==> src/rtl/univ_shift_pkg.sv <==
// Shared definitions for the universal shift register: command codes, FSM
// states and the single-step shift/rotate function.
package univ_shift_pkg;

    typedef enum logic [2:0] {
        MODE_HOLD  = 3'd0,
        MODE_LOAD  = 3'd1,
        MODE_SHL   = 3'd2,
        MODE_SHR   = 3'd3,
        MODE_ROL   = 3'd4,
        MODE_ROR   = 3'd5,
        MODE_CLEAR = 3'd6,
        MODE_RSVD  = 3'd7
    } mode_e;

    typedef enum logic {
        IDLE  = 1'b0,
        SHIFT = 1'b1
    } state_e;

    localparam int MAX_WIDTH = 64;

    function automatic logic is_shift_mode(input mode_e m);
        return (m == MODE_SHL) || (m == MODE_SHR) || (m == MODE_ROL) || (m == MODE_ROR);
    endfunction

    // One single-bit step on a register of 'width' bits held in the low bits of
    // a 64-bit container; non-shift modes return q unchanged.
    function automatic logic [MAX_WIDTH-1:0] step_q(
        input logic [MAX_WIDTH-1:0] q,
        input int unsigned          width,
        input mode_e                m,
        input logic                 sin
    );
        logic [MAX_WIDTH-1:0] mask;
        logic [MAX_WIDTH-1:0] top;
        logic [MAX_WIDTH-1:0] r;
        mask = (width >= MAX_WIDTH) ? '1 : ((64'd1 << width) - 64'd1);
        top  = 64'd1 << (width - 1);
        case (m)
            MODE_SHL: r = (q << 1) | {63'd0, sin};
            MODE_SHR: r = (q >> 1) | (sin ? top : 64'd0);
            MODE_ROL: r = (q << 1) | {63'd0, ((q & top) != 64'd0)};
            MODE_ROR: r = (q >> 1) | (q[0] ? top : 64'd0);
            default:  r = q;
        endcase
        return r & mask;
    endfunction

endpackage

==> src/rtl/univ_shift_reg.sv <==
// WIDTH-bit universal register: load/clear/hold in one cycle, multi-bit
// shifts and rotates one bit per cycle with busy/done status.
module univ_shift_reg
    import univ_shift_pkg::*;
#(
    parameter  int WIDTH = 8,
    localparam int AMT_W = $clog2(WIDTH + 1)
) (
    input  logic             clk,
    input  logic             reset,
    input  logic             cmd_valid,
    output logic             cmd_ready,
    input  logic [2:0]       mode,
    input  logic [AMT_W-1:0] shift_amt,
    input  logic [WIDTH-1:0] parallel_in,
    input  logic             serial_in,
    output logic [WIDTH-1:0] parallel_out,
    output logic             serial_out_msb,
    output logic             serial_out_lsb,
    output logic             busy,
    output logic             done
);

    state_e           state_reg, state_next;
    mode_e            mode_reg, mode_next;
    logic [AMT_W-1:0] cnt_reg, cnt_next;
    logic [WIDTH-1:0] q_reg, q_next;
    logic             done_reg, done_next;

    mode_e            cmd_mode;
    mode_e            step_mode;
    logic [AMT_W-1:0] amt_eff;
    logic [WIDTH-1:0] q_stepped;

    assign cmd_mode  = mode_e'(mode);
    assign amt_eff   = (shift_amt > AMT_W'(WIDTH)) ? AMT_W'(WIDTH) : shift_amt;
    // While shifting, the latched mode drives the step; in IDLE the incoming one does.
    assign step_mode = (state_reg == SHIFT) ? mode_reg : cmd_mode;
    assign q_stepped = WIDTH'(step_q(MAX_WIDTH'(q_reg), WIDTH, step_mode, serial_in));

    always_ff @(posedge clk) begin
        if (reset) begin
            state_reg <= IDLE;
            mode_reg  <= MODE_HOLD;
            cnt_reg   <= '0;
            q_reg     <= '0;
            done_reg  <= 1'b0;
        end else begin
            state_reg <= state_next;
            mode_reg  <= mode_next;
            cnt_reg   <= cnt_next;
            q_reg     <= q_next;
            done_reg  <= done_next;
        end
    end

    always_comb begin
        state_next = state_reg;
        mode_next  = mode_reg;
        cnt_next   = cnt_reg;
        q_next     = q_reg;
        done_next  = 1'b0;
        case (state_reg)
            IDLE: begin
                if (cmd_valid) begin
                    mode_next = cmd_mode;
                    if (is_shift_mode(cmd_mode)) begin
                        if (amt_eff == '0) begin
                            done_next = 1'b1;
                        end else begin
                            q_next = q_stepped;
                            if (amt_eff == AMT_W'(1)) begin
                                done_next = 1'b1;
                            end else begin
                                state_next = SHIFT;
                                cnt_next   = amt_eff - AMT_W'(1);
                            end
                        end
                    end else begin
                        case (cmd_mode)
                            MODE_LOAD:  q_next = parallel_in;
                            MODE_CLEAR: q_next = '0;
                            default:    q_next = q_reg;
                        endcase
                        done_next = 1'b1;
                    end
                end
            end
            SHIFT: begin
                q_next   = q_stepped;
                cnt_next = cnt_reg - AMT_W'(1);
                if (cnt_reg == AMT_W'(1)) begin
                    state_next = IDLE;
                    done_next  = 1'b1;
                end
            end
            default: begin
                state_next = IDLE;
                cnt_next   = '0;
            end
        endcase
    end

    assign busy           = (state_reg == SHIFT);
    assign cmd_ready      = !busy;
    assign done           = done_reg;
    assign parallel_out   = q_reg;
    assign serial_out_msb = q_reg[WIDTH-1];
    assign serial_out_lsb = q_reg[0];

endmodule

==> config.mk <==
export PLATFORM = sky130hd
export DESIGN_NAME = univ_shift_reg
export DESIGN_NICKNAME = d
export VERILOG_FILES = /design/src/rtl/univ_shift_pkg.sv /design/src/rtl/univ_shift_reg.sv
export SDC_FILE = /design/constraint.sdc
export NUM_CORES = 1
export LEC_CHECK = 0
export ABC_AREA = 1
export CORE_MARGIN = 5
export CORE_UTILIZATION = 53
export DETAILED_ROUTE_END_ITERATION = 6
export GPL_ROUTABILITY_DRIVEN = 0
export PLACE_DENSITY = 0.84
export SYNTH_ARGS = -nofsm -noshare
export SYNTH_HDL_FRONTEND = slang
export SYNTH_SLANG_ARGS = --single-unit
export TNS_END_PERCENT = 30
==> constraint.sdc <==
create_clock -name clk -period 3.24 [get_ports clk]
set_input_delay 0.324 -clock clk [delete_from_list [all_inputs] [get_ports clk]]
set_output_delay 0.324 -clock clk [all_outputs]
set_load 0.01 [all_outputs]
==> impl_metrics.ini, run 1 <==
[synth]
synth_nets = 238
netlist_instances = 215
seq_area_frac_synth = 0.245
yosysMostFrequentCell = nand2_1
synth_top_area_share = 0.245
synth_ff_type = dfxtp_1
synth_area_leaders = dfxtp_1 (24%), nand2_1 (13%), nand3_1 (11%)
synth-async-reset-ratio = 0
yosysTopAreaCell = dfxtp_1
synth_edf_count = 0
yosysWarnings = 0
ys_ff_latch = 17
avgSynthCellArea_um2 = 6.47
syn_area_mm2 = 0.00139
ys_types = 27
synth.top_cells.by_count = nand2_1 (49), nand3_1 (31), inv_1 (26), a21oi_1 (18)

[power_and_ir_drop]
power_uw = 623
p_per_area_mw_per_mm2 = 369
p_leak_uw = 0.000736
ir_drop_mv = 0.321

[global_route]
track_usage = 0.179
grt_pass1_vias = 1263
grt_overflow = 0
grt_max_degree = 17
grt_pass1_wl_mm = 5.14
antenna_found_initial = 0

[sta]
tns_ps = 0
finalCritPeriodShare = 0.616
layout_min_cycle_time_ps = 2000
setup_slack_ps = 1240
hold_violations = 0
setup_viol = 0
drv_slew = 0
slew_headroom = 0.579
worst_slew_pin_slew_ps = 629
skew_ps = 5.27
fmax_mhz = 501
rsz0062_at_grt = false
fin_worst_hold_slack_ps = 484

[worst_setup_path]
crit_chain = inv_2 > clkdlybuf4s50_1
slowest_stage = dfxtp_1
crit_arrival_ps = 1670
required_ps = 2920
crit_type = flip-flop to output pin
critical_path.max_stage_delay_ps = 610
cp-end-kind = output pin
worst-path-max-fanout = 14
start_kind = flip-flop

[floorplanning]
placementRows = 18
die_w_um = 61.2
initial_core_util = 0.556
dieHeight_um = 61.2
core_area_mm2 = 0.00250
dieArea_mm2 = 0.00375
pin_count = 32

[outcome]
outcome = completed

[detailed_routing]
drtIter0Drc = 94
vias_per_cell = 5.22
wl_per_cell_um = 11.5
drt-total-wl_mm = 3.12
vias = 1421
postRouteAntennaNets = 0
remaining_drc_errors = 0
drtPass1Iterations = 4

[layout]
multi_input_area_um2 = 861
final_layout_size_suffix_gt1_frac = 0.136
ff_latch_area_um2 = 340
largest_register_ffs = 8
fin_util = 0.675
area_growth_pct = 21.4
antenna_cells = 0
fillCellCount = 229
nets = 266

[clock_tree]
cts_sinks = 17
cts_made_buffers = 3
ctsRootBufferMaster = clkbuf_4
cts.hold.buffers_added = 0
postCtsSetupBuffers = 0
path_clk_slew_ps = 110
tritoncts = built
htree_levels = 1
cts_resized = 0
cts.path.max_buffers = 2
clock_latency_ps = 300

[min_path]
hp-class = flip-flop to flip-flop

[flow_run]
maxCapViolCount = 0

[placed_design]
dp_hpwl_mm = 2.36
pre_cts_ws_ps = 1100
portBuffers = 31
## routing by layer
| layer | wire length (um) | GRT usage | vias to the layer above |
|---|---|---|---|
| met5 | 0 | 0 | - |
| met4 | 20 | 0.0464 | 0 |
| met3 | 170 | 0.0461 | 2 |
| met2 | 1420 | 0.293 | 33 |
| met1 | 1510 | 0.235 | 641 |
| li1 | - | - | 745 |
## cell type report
type,instances,share of cell area
Multi-Input combinational cell,161,0.510
Clock inverter,1,0.00445
Timing Repair Buffer,31,0.184
Tap cell,30,0.0222
Inverter,29,0.0645
Sequential cell,17,0.202
Clock buffer,3,0.0133
## worst max-delay path: cells and delay by family, from the launching register on
kind	cells	cell delay (ps)
buffers and inverters	2	760
DFF	1	610
## power breakdown
part | internal, uW | switching, uW | leakage, uW
combinational | 106 | 140 | 0.000582
sequential | 230 | 24.3 | 0.000140
clock | 47.0 | 75.6 | 0.0000139
## layout by cell type (no fill, tap or decap), types with 4 or more instances in the layout
cell type | Yosys | final
nand2_1 | 49 | 49
a21oi_2 | 6 | 6
ha_1 | 4 | 4
clkdlybuf4s50_1 | 0 | 31
nand2_2 | 11 | 11
inv_1 | 26 | 26
nand3_1 | 31 | 31
a21oi_1 | 18 | 18
dfxtp_1 | 17 | 17
o21ai_0 | 5 | 5
nor2_1 | 17 | 17
## worst paths after layout
check	start	cells past startpoint	slack, ps	endpoint
max	busy$_SDFF_PP0_	2	1240	cmd_ready
min	cnt_reg[1]$_SDFFE_PP0P_	2	480	cnt_reg[1]$_SDFFE_PP0P_
max reg2reg	busy$_SDFF_PP0_	10	1470	parallel_out[6]$_SDFFE_PP0P_
min reg2reg	cnt_reg[1]$_SDFFE_PP0P_	2	480	cnt_reg[1]$_SDFFE_PP0P_
## cells by family after synthesis
| group | after synthesis | share of synthesized area |
|---|---|---|
| simple gates | 122 | 0.428 |
| buf+inv | 37 | 0.136 |
| compound gates | 33 | 0.142 |
| flops | 17 | 0.245 |
| fa+ha+maj | 4 | 0.0360 |
| xor+xnor | 2 | 0.0126 |
## through the flow
step	cells	area (um^2)
2_1_floorplan	215	1390
3_3_place_gp	268	1660
3_5_place_dp	268	1660
4_1_cts	272	1690
5_1_grt	272	1690
6_report	272	1690
Note: power is estimated with default switching activity, not from simulation.
==> inputs of run 2 (changes only) <==
--- a/config.mk
+++ b/config.mk
@@ -7,10 +7,10 @@
 export LEC_CHECK = 0
 export ABC_AREA = 1
 export CORE_MARGIN = 5
-export CORE_UTILIZATION = 53
+export CORE_UTILIZATION = 50
 export DETAILED_ROUTE_END_ITERATION = 6
 export GPL_ROUTABILITY_DRIVEN = 0
-export PLACE_DENSITY = 0.84
+export PLACE_DENSITY = 0.8
 export SYNTH_ARGS = -nofsm -noshare
 export SYNTH_HDL_FRONTEND = slang
 export SYNTH_SLANG_ARGS = --single-unit
==> constraint.sdc (replaced) <==
create_clock -name clk -period 2 [get_ports clk]
set_input_delay 0.2 -clock clk [delete_from_list [all_inputs] [get_ports clk]]
set_output_delay 0.2 -clock clk [all_outputs]
set_load 0.01 [all_outputs]
==> impl_metrics.ini, run 2 (synthesized netlist as in run 1, its figures left out) <==
[outcome]
outcome = completed

[global_route]
grt_pass1_wl_mm = 5.24
grt_pass1_vias = 1226
grt_overflow = 0
antenna_found_initial = 0
track_usage = 0.157
grt_max_degree = 17

[layout]
final_layout_size_suffix_gt1_frac = 0.147
nets = 269
area_growth_pct = 23.0
antenna_cells = 0
multi_input_area_um2 = 861
fillCellCount = 270
largest_register_ffs = 8
postLayoutCellArea_mm2 = 0.00171
ff_latch_area_um2 = 340
layout_commonest_cell = nand2_1
final_cell_mix = nand2_1 (49), nand3_1 (31), clkdlybuf4s50_1 (31), inv_1 (26), a21oi_1 (18)

[sta]
setup_viol = 0
skew_ps = 1.15
slew_headroom = 0.813
hold_violations = 0
worst_slew_pin_slew_ps = 280
rsz0062_at_grt = false
fmax_mhz = 601
layout_min_cycle_time_ps = 1660
finalCritPeriodShare = 0.832
tns_ps = 0
drv_slew = 0

[worst_setup_path]
critical_path.max_stage_delay_ps = 410
slowest_stage = clkdlybuf4s50_1
crit_chain = clkdlybuf4s50_1 > inv_1 > nand2_1 > ha_1 > or2_1 > nand2_1 > nand2_1 > o21ai_2 > inv_1 > nand2_1 > a21oi_1
crit_type = input pin to flip-flop
worst-path-max-fanout = 5
start_kind = input pin
cp-end-kind = flip-flop
cpMostUsedCell = nand2_1
crit_arrival_ps = 1860
required_ps = 2200

[floorplanning]
placementRows = 19
dieHeight_um = 62.7
pin_count = 32
dieArea_mm2 = 0.00393
core_area_mm2 = 0.00271
die_w_um = 62.7
initial_core_util = 0.513

[clock_tree]
tritoncts = built
path_clk_slew_ps = 110
ctsRootBufferMaster = clkbuf_4
clock_latency_ps = 300
cts_resized = 0
cts_made_buffers = 3
cts.path.max_buffers = 2
cts_sinks = 17
postCtsSetupBuffers = 0
htree_levels = 1
cts.hold.buffers_added = 0

[power_and_ir_drop]
p_leak_uw = 0.000754
power_uw = 1010
p_per_area_mw_per_mm2 = 590
ir_drop_mv = 0.475

[detailed_routing]
drtPass1Iterations = 4
wl_per_cell_um = 11.2
drt-total-wl_mm = 3.10
postRouteAntennaNets = 0
drtIter0Drc = 86
remaining_drc_errors = 0
vias = 1395
vias_per_cell = 5.05

[placed_design]
dp_hpwl_mm = 2.36
portBuffers = 31
placed_area_mm2 = 0.00168

[min_path]
hp-class = flip-flop to flip-flop

[flow_run]
maxCapViolCount = 0
[run 2: cell count changes in the layout (fill, tap and decap cells not counted), sizes merged]
cell | previous run | this run
clkinv | 0 | 1
clkinvlp | 1 | 0
buf | 0 | 3
[run 2: routing by layer]
layer / GRT usage / share of wire / up-vias
li1: - / - / 753
met1: 0.198 / 0.46 / 613
met2: 0.258 / 0.48 / 27
met3: 0.0486 / 0.052 / 2
met4: 0.0371 / 0.0058 / 0
met5: 0 / 0 / -
[run 2: final timing paths]
path / startpoint / end / slack (ps) / cells after the start
hold reg to reg: cnt_reg[1]$_SDFFE_PP0P_ / cnt_reg[1]$_SDFFE_PP0P_ / 480 / 2
setup reg to reg: busy$_SDFF_PP0_ / parallel_out[6]$_SDFFE_PP0P_ / 550 / 10
hold / removal: cnt_reg[1]$_SDFFE_PP0P_ / cnt_reg[1]$_SDFFE_PP0P_ / 480 / 2
setup / recovery: shift_amt[3] / cnt_reg[1]$_SDFFE_PP0P_ / 340 / 11
[run 2: critical path, delay by kind of cell]
kind / cells / cell delay, ps
compound gates: 2 / 280
fa+ha+maj: 1 / 210
buf+inv: 3 / 620
simple gates: 5 / 550
[run 2: cell type report]
| class | instances | area share |
|---|---|---|
| flip-flops and latches | 17 | 0.199 |
| repair buffers | 34 | 0.195 |
| clock inverters | 1 | 0.00293 |
| well taps | 31 | 0.0227 |
| clock buffers | 3 | 0.0132 |
| multi-input cells | 161 | 0.504 |
| inverters | 29 | 0.0637 |
[run 2: report_power, final]
part	leakage, uW	internal [uW]	switching (uW)
sequential	0.000140	373	35.8
combinational	0.000597	176	227
clock	0.0000177	74.6	120
total	0.000754	624	384
[run 2: through the flow]
stage | hold slack [ps] | utilization | setup WS (ps) | std cells
final | 479 | 0.631 | 336 | 276
after floorplan | 278 | - | 577 | 215
after CTS | 490 | 0.631 | 346 | 276
after detailed placement | 475 | 0.620 | 21.2 | 272
after global placement | 450 | 0.620 | 89.2 | 272
after global routing | 516 | 0.631 | 175 | 276
==> patch 1 (settings of run 1) <==
Set the parameter `WIDTH` to 16 (it was 8).
--- a/src/rtl/univ_shift_reg.sv
+++ b/src/rtl/univ_shift_reg.sv
@@ -4,5 +4,5 @@
     import univ_shift_pkg::*;
 #(
-    parameter  int WIDTH = 8,
+    parameter  int WIDTH = 16,
     localparam int AMT_W = $clog2(WIDTH + 1)
 ) (
Ports: changed (resized parallel_in, parallel_out and shift_amt); port bits go from 32 to 49. No check against the original RTL was run, so the function may have changed too.
==> patch 1 against run 1 <==
Largest power group is now combinational cells; global-route usage grew 2.8 points; sequential cell count rose by 9; design area increased by 54%; power rose by 70%; worst setup slack got worse by 0.34 ns; worst hold slack improved by 0.0037 ns; routed wire length is 66% higher; area after synthesis rose by 54%.
==> patch 1: results (changes against run 1) <==
* Dpl cells at 435 (+62%)
* Largest delay share family, worst path: simple AND/OR/NAND/NOR gates
* Crit Path Max Fanout at 32 (+18)
* CP startpoint: shift_amt[3]
* Relative slew margins at 0.5301 (-0.04943)
* Reg-to-reg endpoint: parallel_out[0]
* Post-Synth XOR/XNOR Area at 0.01229 (-0.0003134)
* Number of fillers in the final layout at 371 (+62%)
* Vias at 2256 (+59%)
* Data arrival, critical path at 2.51 ns (+0.84 ns)
* Net count after synthesis at 388 (+63%)
* Hold Crit Endpoint: mode_reg[2]
* Number of global-route vias before repair at 2133 (+69%)
* Slowest cell on crit path: nand3_2
* CP Capture Point: parallel_out[11]
* Nets at 422 (+59%)
* Layout cells sized above 1 at 0.1080 (-0.02839)
* PnR worst setup slack at 0.9062 ns (-0.3365 ns)
* Largest net degree at the start of global routing at 33 (+16)
* Synth area leaders: dfxtp_1 (24%), nand2_1 (19%), nand3_1 (13%), nor2_1 (7.7%), a21oi_2 (6.6%)
* Number of port buffers at 48 (+55%)
* Top cells by count, synth: nand2_1 (111), nand3_1 (54), nor2_1 (44)
* Dpl cell area at 2542 um^2 (+53%)
* Setup Skew at 0.005299 ns (+0.00002465 ns)
* Initial drt markers at 236 (+150%)
* First-pass GRT wire length at 9.183 mm (+79%)
* R2r setup slk at 1.20 ns (-0.27 ns)
* Skew-Pair Late Insertion Delay at 0.28 ns (-0.02 ns)
* Global-route usage over all layers at 0.2077 (+0.02827)
* Largest register FFs at 16 (+8)
* Synth unique cells at 28 (+3.7%)
* Met3 usage at 0.03146 (-0.01466)
* Sequential area share after synthesis at 0.2434 (-0.001407)
* P_leak at 0.001190 uW (+62%)
* Met2 WL post-DR at 2.472 mm (+74%)
* Via-to-Cell Ratio at 5.139 (-1.6%)
* Synth Area in Compound Gates at 0.1211 (-0.02109)
* Met1 Track Usage GR at 0.2775 (+0.04213)
* Setup WS pre-CTS at 0.6137 ns (-0.4841 ns)
* Syn Inst Count at 356 (+66%)
* Adder-Cell Fraction of Synth Area at 0.02341 (-0.01260)
* Peak supply drop at 0.0002081 V (-35%)
* Status: completed
* Final HPWL DP at 3.568 mm (+51%)
* Routing usage on met2 at 0.3396 (+0.04652)
* CP max stage delay at 0.48 ns (-0.13 ns)
* DRT met1 WL at 2.385 mm (+58%)
* Final wirelength at 5.189 mm (+66%)
==> patch 1: changes by cell type after synthesis, moves of 9 or more <==
cell / change
dfxtp_1: +9
nand3_1: +23
nor2_1: +27
a21oi_1: -9
nand2_1: +62
a21oi_2: +10
==> patch 1: power by group through the flow <==
stage	combinational [uW]	sequential (uW)	clock, uW
after floorplan	312	411	0
after global routing	489	412	239
after CTS	433	405	226
after detailed placement	430	413	0
after global placement	423	411	0
final	432	406	222
==> patch 1: area by class of cell <==
| cell class | instances | area [um^2] | area share |
|---|---|---|---|
| multi-input cells | 272 | 1330 | 0.5120 |
| well taps | 50 | 62.56 | 0.02408 |
| flip-flops and latches | 26 | 520.5 | 0.2004 |
| clock buffers | 4 | 55.05 | 0.02119 |
| inverters | 39 | 148.9 | 0.05732 |
| repair buffers | 48 | 480.5 | 0.1850 |
==> patch 2 (settings of run 1) <==
Without the edit above. Take the reset off `q_reg` and load it in a clocked block of its own.
--- a/src/rtl/univ_shift_reg.sv
+++ b/src/rtl/univ_shift_reg.sv
@@ -44,5 +44,4 @@
             mode_reg  <= MODE_HOLD;
             cnt_reg   <= '0;
-            q_reg     <= '0;
             done_reg  <= 1'b0;
         end else begin
@@ -50,7 +49,10 @@
             mode_reg  <= mode_next;
             cnt_reg   <= cnt_next;
-            q_reg     <= q_next;
             done_reg  <= done_next;
         end
+    end
+
+    always_ff @(posedge clk) begin
+        q_reg <= q_next;
     end
 
Formal check against the unedited RTL: not equivalent (a bounded check fails within 4 cycles, from zero or initial values and one cycle with reset high).
==> patch 2 against run 1 <==
Sequential cell count stayed put; global-route usage increased by 0.79 points; design area shrank 4.6%; combinational power up 8%; die area fell by 6.0%; routed wire length about the same; final cell count down 9.2%; power up 7.3%; first-iteration DRC count down 41%; area after synthesis shrank 7.1%; worst setup slack lost 0.15 ns; sequential power increased by 15%; critical endpoint is now parallel_out[3]; highest routed layer unchanged.
==> patch 2: results (changes against run 1) <==
* First-pass GRT wire length at 5.078 mm (-1.2%)
* Yosys warns at 0 (unchanged)
* Multi-In Gates at 144 (-11%)
* Area growth, synth to finish at 24.71%
* Layout cells sized above 1 at 0.1005 (-0.03591)
* Syn Inst Count at 189 (-12%)
* Initial drt markers at 55 (-41%)
* Slowest cell on crit path: dfxtp_1
* Invs w/o clock at 23 (-21%)
* Clk root buf: clkbuf_4
* Number of synthesized flops with an enable pin at 8 (+8)
* Largest delay share family, worst path: flip-flops
* Via-to-Cell Ratio at 5.142 (-1.6%)
* Main synth FF type: dfxtp_1
* Final HPWL DP at 2.516 mm (+6.5%)
* Synth unique cells at 23 (-15%)
* Net count after synthesis at 212 (-11%)
* Number of global-route vias before repair at 1156 (-8.5%)
* Largest register FFs at 8 (unchanged)
* Nets at 243 (-8.6%)
* Sequential area share after synthesis at 0.3256 (+0.08076)
* Top cells by count, synth: nand2_1 (53), nand3_1 (30), inv_1 (19)
* Met2 WL post-DR at 1.481 mm (+4.1%)
* TritonCTS buffer count at 3 (unchanged)
* CLK BUF at 4 (+1)
* Number of port buffers at 31 (unchanged)
* CTS Buffer Depth at 2 (unchanged)
* Pre-antenna DRT Iters at 4 (unchanged)
* Net Sw Frac at 0.3592 (-0.02544)
* Met1 Track Usage GR at 0.2334 (-0.001947)
* Peak supply drop at 0.0002796 V (-13%)
* Setup WS pre-CTS at 0.8075 ns (-0.2903 ns)
* Seq/total area at 0.2611 (+0.05944)
* DRT met1 WL at 1.394 mm (-7.7%)
* Count of non-CTS buffers in the layout at 31 (unchanged)
* Clk cell area share at 0.01632 (-0.001474)
* Diode count at 0 (unchanged)
* Data arrival, critical path at 2.08 ns (+0.41 ns)
* Number of fillers in the final layout at 194 (-15%)
* P_leak at 0.0007401 uW (+0.57%)
* H-tree depth at 1 (unchanged)
* NonClk Buf Share at 0.1927 (+0.008857)
* Dpl cell area at 1584 um^2 (-4.5%)
* Status: completed
* Multi-input gate share of total cell area at 0.4545 (-0.05546)
* Skew-Pair Late Insertion Delay at ~0.29 ns
* Top layer in use: met4
* Synth area leaders: edfxtp_1 (19%), nand2_1 (15%), dfxtp_1 (14%), nand3_1 (12%), inv_1 (5.5%)
* Synth area leader: edfxtp_1
* Setup Skew at 0.007079 ns (+0.001805 ns)
* Vias at 1270 (-11%)
* Metal3 WL at 188 um (+11%)
* Global-route usage over all layers at 0.1873 (+0.007866)
* Crit Path Max Fanout at 14 (unchanged)
* Routing usage on met2 at 0.3089 (+0.01584)
* Relative slew margins at 0.5092 (-0.07029)
* WL/cell at 12.63 um (+10%)
* Largest net degree at the start of global routing at 17 (unchanged)
* Met3 usage at 0.03268 (-0.01344)
* CP max stage delay at 0.66 ns (+0.05 ns)
-- patch 2: power by group through the flow --
stage | sequential, uW | clock, uW | combinational, uW
floorplan | 295 | 0 | 171
global placement | 294 | 0 | 256
detailed placement | 296 | 0 | 263
CTS | 291 | 114 | 264
global route | 296 | 125 | 293
finish | 292 | 113 | 264
-- patch 2: logic make-up (layout without fill, tap and decap cells) --
logic type | count (synthesis) | count (layout) | share of synthesized area
simple gates | 119 | 119 | 0.4380
flops | 17 | 17 | 0.3256
xor+xnor | 3 | 3 | 0.02035
compound gates | 18 | 18 | 0.06977
fa+ha+maj | 4 | 4 | 0.03876
buf+inv | 28 | 58 | 0.1075
-- patch 2: final timing paths --
path | end | slack (ns) | cells past startpoint
worst max-delay path | parallel_out[3] | 1.09 | 4
worst min-delay path | cnt_reg[1] | 0.48 | 2
worst max register to register | parallel_out[3] | 1.09 | 4
worst min register to register | cnt_reg[1] | 0.48 | 2
